$ cat src/rtl/multiop_pkg.sv
// Shared types and sizing helpers for the multi-operand adder family.
package multiop_pkg;

    localparam int DEF_W = 7;
    localparam int DEF_N = 8;

    typedef enum logic [1:0] {
        IDLE,
        ACC,
        DONE
    } state_t;

    typedef enum logic [1:0] {
        OP_HOLD,
        OP_LOAD,
        OP_ADD,
        OP_CLR
    } acc_op_t;

    // N operands of 2^W-1 need W + clog2(N) bits.
    function automatic int sum_width(input int w, input int n);
        return w + $clog2(n);
    endfunction

endpackage

$ cat src/rtl/operand_acc_dp.sv
// Accumulator register and operand counter for the serial accumulator.
module operand_acc_dp
    import multiop_pkg::*;
#(
    parameter int W  = DEF_W,
    parameter int N  = DEF_N,
    parameter int SW = sum_width(W, N),
    parameter int CW = $clog2(N)
) (
    input  logic          clk,
    input  logic          rst_n,
    input  acc_op_t       op,
    input  logic [W-1:0]  data,
    output logic [SW-1:0] acc,
    output logic [CW-1:0] count
);

    logic [SW-1:0] acc_q;
    logic [SW-1:0] acc_d;
    logic [CW-1:0] count_q;
    logic [CW-1:0] count_d;

    always_comb begin
        acc_d   = acc_q;
        count_d = count_q;
        unique case (op)
            OP_LOAD: begin
                acc_d   = SW'(data);
                count_d = CW'(1);
            end
            OP_ADD: begin
                acc_d   = acc_q + SW'(data);
                count_d = count_q + CW'(1);
            end
            OP_CLR: begin
                acc_d   = '0;
                count_d = '0;
            end
            default: ;
        endcase
    end

    always_ff @(posedge clk) begin
        if (!rst_n) begin
            acc_q   <= '0;
            count_q <= '0;
        end else begin
            acc_q   <= acc_d;
            count_q <= count_d;
        end
    end

    assign acc   = acc_q;
    assign count = count_q;

endmodule

$ cat src/rtl/serial_operand_accumulator.sv
// Streams N unsigned operands in over valid/ready and emits their exact sum.
module serial_operand_accumulator
    import multiop_pkg::*;
#(
    parameter  int W  = DEF_W,
    parameter  int N  = DEF_N,
    localparam int SW = sum_width(W, N)
) (
    input  logic          clk,
    input  logic          rst_n,
    input  logic          in_valid,
    output logic          in_ready,
    input  logic [W-1:0]  in_data,
    output logic          out_valid,
    input  logic          out_ready,
    output logic [SW-1:0] out_sum,
    output logic          busy
);

    localparam int CW = $clog2(N);

    state_t        state_q;
    state_t        state_d;
    acc_op_t       op;
    logic [SW-1:0] acc;
    logic [CW-1:0] count;
    logic          last;

    operand_acc_dp #(
        .W  (W),
        .N  (N),
        .SW (SW),
        .CW (CW)
    ) u_dp (
        .clk   (clk),
        .rst_n (rst_n),
        .op    (op),
        .data  (in_data),
        .acc   (acc),
        .count (count)
    );

    assign last = (count == CW'(N - 1));

    always_comb begin
        state_d = state_q;
        op      = OP_HOLD;
        unique case (state_q)
            IDLE: begin
                if (in_valid) begin
                    op      = OP_LOAD;
                    state_d = ACC;
                end
            end
            ACC: begin
                if (in_valid) begin
                    op = OP_ADD;
                    if (last) begin
                        state_d = DONE;
                    end
                end
            end
            DONE: begin
                if (out_ready) begin
                    op      = OP_CLR;
                    state_d = IDLE;
                end
            end
            default: state_d = IDLE;
        endcase
    end

    always_ff @(posedge clk) begin
        if (!rst_n) begin
            state_q <= IDLE;
        end else begin
            state_q <= state_d;
        end
    end

    // Handshake flags decode registered state only.
    assign in_ready  = (state_q != DONE);
    assign out_valid = (state_q == DONE);
    assign busy      = (state_q != IDLE);
    assign out_sum   = acc;

endmodule
$ cat config.mk
export PLATFORM = sky130hd
export DESIGN_NAME = serial_operand_accumulator
export DESIGN_NICKNAME = d
export VERILOG_FILES = /design/src/rtl/multiop_pkg.sv /design/src/rtl/operand_acc_dp.sv /design/src/rtl/serial_operand_accumulator.sv
export SDC_FILE = /design/constraint.sdc
export NUM_CORES = 1
export LEC_CHECK = 0
export CAP_MARGIN = 10
export CORE_MARGIN = 2
export CORE_UTILIZATION = 49
export CTS_CLUSTER_SIZE = 24
export DETAILED_ROUTE_END_ITERATION = 8
export PLACE_DENSITY_LB_ADDON = 0.05
export SYNTH_ARGS = -nofsm -noshare
export SYNTH_HDL_FRONTEND = slang
export SYNTH_HIERARCHICAL = 1
export SYNTH_SLANG_ARGS = --single-unit
$ cat constraint.sdc
create_clock -name clk -period 2.4 [get_ports clk]
set_clock_uncertainty 0.2 [all_clocks]
set_input_delay 0.6 -clock clk [delete_from_list [all_inputs] [get_ports clk]]
set_output_delay 0.6 -clock clk [all_outputs]
set_load 0.005 [all_outputs]
==> Word level (Yosys, flattened, before mapping) <==
Cells that the tools add are included.
{ "word_totals": {"regBits": 15, "inputBits": 11, "output_inout_bits": 13, "elab_cells": 31} }
{ "op_classes": {"addsub": 2, "n_eq_ne": 11, "mux": 11, "n_reduce_logical": 4} }
{ "ops": {"columns": ["operator", "count"], "rows": [
  ["$pmux 10 s3", 1],
  ["$mux 2", 6],
  ["$pmux 2 s3", 2],
  ["$add 10x7->10", 1],
  ["$pmux 3 s3", 1],
  ["$ne 2x2->1 const B", 4],
  ["$eq 2x2->1 const B", 3],
  ["$eq 2x1->1 const B", 2],
  ["$reduce_and 4->1", 1],
  ["$add 3x1->3 const B", 1],
  ["$eq 3x3->1 const B", 1],
  ["$reduce_bool 3->1", 1],
  ["$logic_not 2->1", 1],
  ["$ne 2x1->1 const B", 1],
  ["$reduce_bool 2->1", 1],
  ["$mux 1", 1]
]} }

==> Logic depth before layout (Yosys ltp) <==
{ "depth": {"depth_word": 4, "depth_mapped": 7, "depth_no_buf": 6} }

==> By module <==
The synthesis kept the hierarchy.
{ "modules_own_cells": {"columns": ["mod", "instances", "cells_each", "area_each_um2", "seq_area_each_um2"], "rows": [
  ["operand_acc_dp", 1, 98, 917.1, 260.2],
  ["serial_operand_accumulator", 1, 16, 132.6, 40.0]
]} }

==> Worst setup path before layout <==
No wires, ideal clock.
{ "synth_timing": {"kind": "input-to-reg", "start": "input in_data[0]", "end": "register u_dp.acc_q[6], in the netlist u_dp/acc[6]", "setup_time_ps": 125, "t_arrival_ps": 1969, "required_ps": 2075, "path_slack_ps": 106, "cell_stages": 6, "n_path_buf": 0, "path_cell_list": "ha_1 fa_1 a211o_1 a211oi_1 or3_1 nand3_1"} }
{ "synth_via": {"elab_chain_cells": 2} }
{ "synth_rtl": {"columns": ["item", "line_no", "text"], "rows": [
  ["start, declared", "serial_operand_accumulator.sv:13", "input logic [W-1:0] in_data,"],
  ["$add 10x7->10", "operand_acc_dp.sv:32", "acc_d = acc_q + SW'(data);"],
  ["$pmux 10 s3", "operand_acc_dp.sv:26", "unique case (op)"],
  ["end signal, assigned", "operand_acc_dp.sv:45", "acc_q <= '0;"],
  ["end signal, assigned", "operand_acc_dp.sv:48", "acc_q <= acc_d;"],
  ["end, declared", "operand_acc_dp.sv:18", "logic [SW-1:0] acc_q;"]
]} }
No other way between the ends.
A chain may end at the register's enable or synchronous reset.

==> Final worst setup path <==
{ "layout_timing": {"start": "register state_q[0]", "end": "output in_ready"} }
{ "layout_via": {"elab_chain_cells": 1} }
{ "layout_rtl": {"columns": ["item", "line_no", "text"], "rows": [
  ["start, declared", "serial_operand_accumulator.sv:22", "state_t state_q;"],
  ["start signal, assigned", "serial_operand_accumulator.sv:77", "state_q <= state_d;"],
  ["$ne 2x2->1", "serial_operand_accumulator.sv:82", "assign in_ready = (state_q != DONE);"],
  ["end, declared", "serial_operand_accumulator.sv:12", "output logic in_ready,"]
]} }
No other way between the ends.

==> results.json <==
{
  "outcome": "finished, final reports clean",
  "async_flop_share": 0,
  "clock_latency_ns": 0.29,
  "drc_errors": 0,
  "overflow": 0,
  "synth.area.top_cells": "dfxtp_1 (29%), ha_1 (9.5%), mux2i_1 (6.7%)",
  "rsz0062_at_grt": "false",
  "yosysTopAreaCell": "dfxtp_1",
  "areaGrowthSynthToFinish_pct": 41.2,
  "cpMaxStageDelayCell": "clkdlybuf4s50_1",
  "cts_buffers": 3,
  "worst_pin_slew_ns": 0.376,
  "final_layout_size_suffix_gt1_frac": 0.248,
  "synthFlopType": "dfxtp_1",
  "cts_sinks": 15,
  "grt_max_degree": 10,
  "yosysMostFrequentCell": "dfxtp_1",
  "syn_inst": 114,
  "synth_nets": 134,
  "initial_core_util": 0.530,
  "io_buffers": 23,
  "drtIter0Drc": 18,
  "cts_root_buf": "clkbuf_4",
  "dpl.hpwl_mm": 1.99,
  "drv_slew": 0,
  "globalplace.congestion": 0.870,
  "yosys_warnings": 6,
  "cp-end-kind": "primary output",
  "slowest_delay_ns": 0.50,
  "p_leak_nw": 0.627,
  "r2r_setup_slack_ns": 0.41,
  "cp_data_arrival_time_ns": 1.48,
  "worst_hold_path_type": "register to register",
  "yosysUniqueCellTypes": 44,
  "crit_path_start_kind": "register",
  "coreArea_mm2": 0.00198,
  "synth.cell_area_mm2": 0.00105,
  "synth_commonest_cells": "dfxtp_1 (15), nand2_1 (10), ha_1 (8)",
  "maxCapViolCount": 0,
  "fin_crit_sh": 0.951,
  "pre_cts_ws_ns": -0.446,
  "cts_tree": "built",
  "path_class": "register to primary output",
  "cts_hold_buf": 0,
  "setup_violations": 0,
  "cp_max_fo": 6,
  "grt_pass1_wl_mm": 4.35,
  "clock_path_buffers": 2,
  "layout_setup_ws_ns": 0.118,
  "layout_min_cycle_time_ns": 2.28,
  "peakVddDrop_uv": 315,
  "fin_hold_ws_ns": 0.275,
  "cp.required_ns": 1.60,
  "vias_per_cell": 5.59,
  "diodes": 0,
  "dieArea_mm2": 0.00253,
  "cts.clk_slew.worst_paths_ns": 0.10,
  "hold_viol": 0,
  "syn_area_per_cell_um2": 9.21,
  "ctsHtreeMaxLevel": 1,
  "grt_usage": 0.225,
  "fp-row-count": 16,
  "antenna_found_initial": 0,
  "wl_per_cell_um": 13.7,
  "ys_ff_latch": 15,
  "final_antenna_net_count": 0,
  "synth_edf_count": 0,
  "crit_chain": "and2b_2 -> inv_1 -> clkdlybuf4s50_1",
  "layout.nets": 178,
  "via_count": 1029,
  "ys_seq_area_frac": 0.286,
  "postCtsSetupBuffers": 0,
  "die_x_um": 50.3,
  "synth_top_area_share": 0.286,
  "drt-total-wl_mm": 2.52,
  "drt_first_pass_iters": 4,
  "fmax_ghz": 0.438,
  "die_y_um": 50.3,
  "grt_pass1_vias": 1008,
  "ioPinCount": 24,
  "powerDensity_mw_per_mm2": 434,
  "relSlewSlack": 0.749
}
-- metrics by stage --
step | std cells | utilization | cell area (um2) | total power [mW] | setup TNS (ns)
2_1_floorplan | 114 | - | 1050 | 0.394 | 0
3_5_place_dp | 180 | 0.726 | 1440 | 0.497 | -1.79
5_1_grt | 184 | 0.748 | 1480 | 0.690 | 0
4_1_cts | 184 | 0.744 | 1470 | 0.656 | 0
6_report | 184 | 0.748 | 1480 | 0.644 | 0
3_3_place_gp | 180 | 0.726 | 1440 | 0.490 | -1.42
-- cell type report --
class                           count  area (um2)
Inverter                            2        7.51
Timing Repair Buffer               41         370
Tap cell                           27        33.8
Fill cell                         141         499
Clock buffer                        3        22.5
Multi-Input combinational cell     95         742
Sequential cell                    15         302
Clock inverter                      1        5.00
-- flip-flops by register name, indices dropped and copies added (netlist names) --
| name | cells |
|---|---|
| u_dp/count | 3 |
| state_q | 2 |
| u_dp/acc | 10 |
-- where the power goes --
| group | leakage [nW] | internal (mW) | switching, mW |
|---|---|---|---|
| Clock | 0.0177 | 0.0619 | 0.0867 |
| Sequential | 0.123 | 0.263 | 0.0131 |
| Combinational | 0.486 | 0.125 | 0.0940 |
| Total | 0.627 | 0.450 | 0.194 |
-- what timing repair did --
item / 4_1_cts / 5_1_grt
gates resized for setup: 2 / 4
pin swaps: 1 / 4
endpoints found under the setup margin: 3 / 4
-- cells in the final DEF, fill, tap and decap left out, types with 2 or more instances in the layout --
cell              n
a211oi_2          2
a211oi_1          2
buf_4            18
mux2i_1           7
mux2_2            3
nor2b_1           3
and2_1            4
clkbuf_4          3
nand2_1          10
and3_1            2
clkdlybuf4s50_1  21
a211o_1           2
nor2_1            6
o21ai_0           6
nand3_1           2
a21oi_1           3
ha_1              7
or3_1             3
dfxtp_1          14
xor2_1            2
nand2b_1          5
o21a_1            2
inv_1             2
dlymetal6s2s_1    2
-- per-layer routing --
metal | vias to the layer above | share of wire | GRT usage
met5 | - | 0 | 0
met4 | 0 | 0.012 | 0.0972
met3 | 4 | 0.039 | 0.0298
met1 | 487 | 0.43 | 0.275
met2 | 21 | 0.52 | 0.393
li1 | 517 | - | -
-- critical path, delay by kind of cell, from the launching register on --
kind | cells | cell delay (ns)
buffers and inverters | 2 | 0.57
DFF | 1 | 0.38
and+or+nand+nor | 1 | 0.24
-- cells by family after synthesis --
group | Yosys count | synth area share
adders and majority gates | 9 | 0.114
AOI/OAI and AO/OA | 30 | 0.226
xor gates and xnor gates | 3 | 0.0250
DFF | 15 | 0.286
and+or+nand+nor | 43 | 0.232
muxes | 10 | 0.0989
buffers and inverters | 4 | 0.0167
-- path summary, 6_finish.rpt --
| check | startpoint | end | cells after the start |
|---|---|---|---|
| worst max-delay path | state_q[0]$_SDFFE_PN0P_ | in_ready | 3 |
| worst min-delay path | u_dp/acc[9]$_SDFFE_PN0P_ | u_dp/acc[9]$_SDFFE_PN0P_ | 2 |
| worst max register to register | u_dp/acc[0]$_SDFFE_PN0P_ | u_dp/acc[6]$_SDFFE_PN0P_ | 6 |
| worst min register to register | u_dp/acc[9]$_SDFFE_PN0P_ | u_dp/acc[9]$_SDFFE_PN0P_ | 2 |
(Power assumes the default switching activity.)
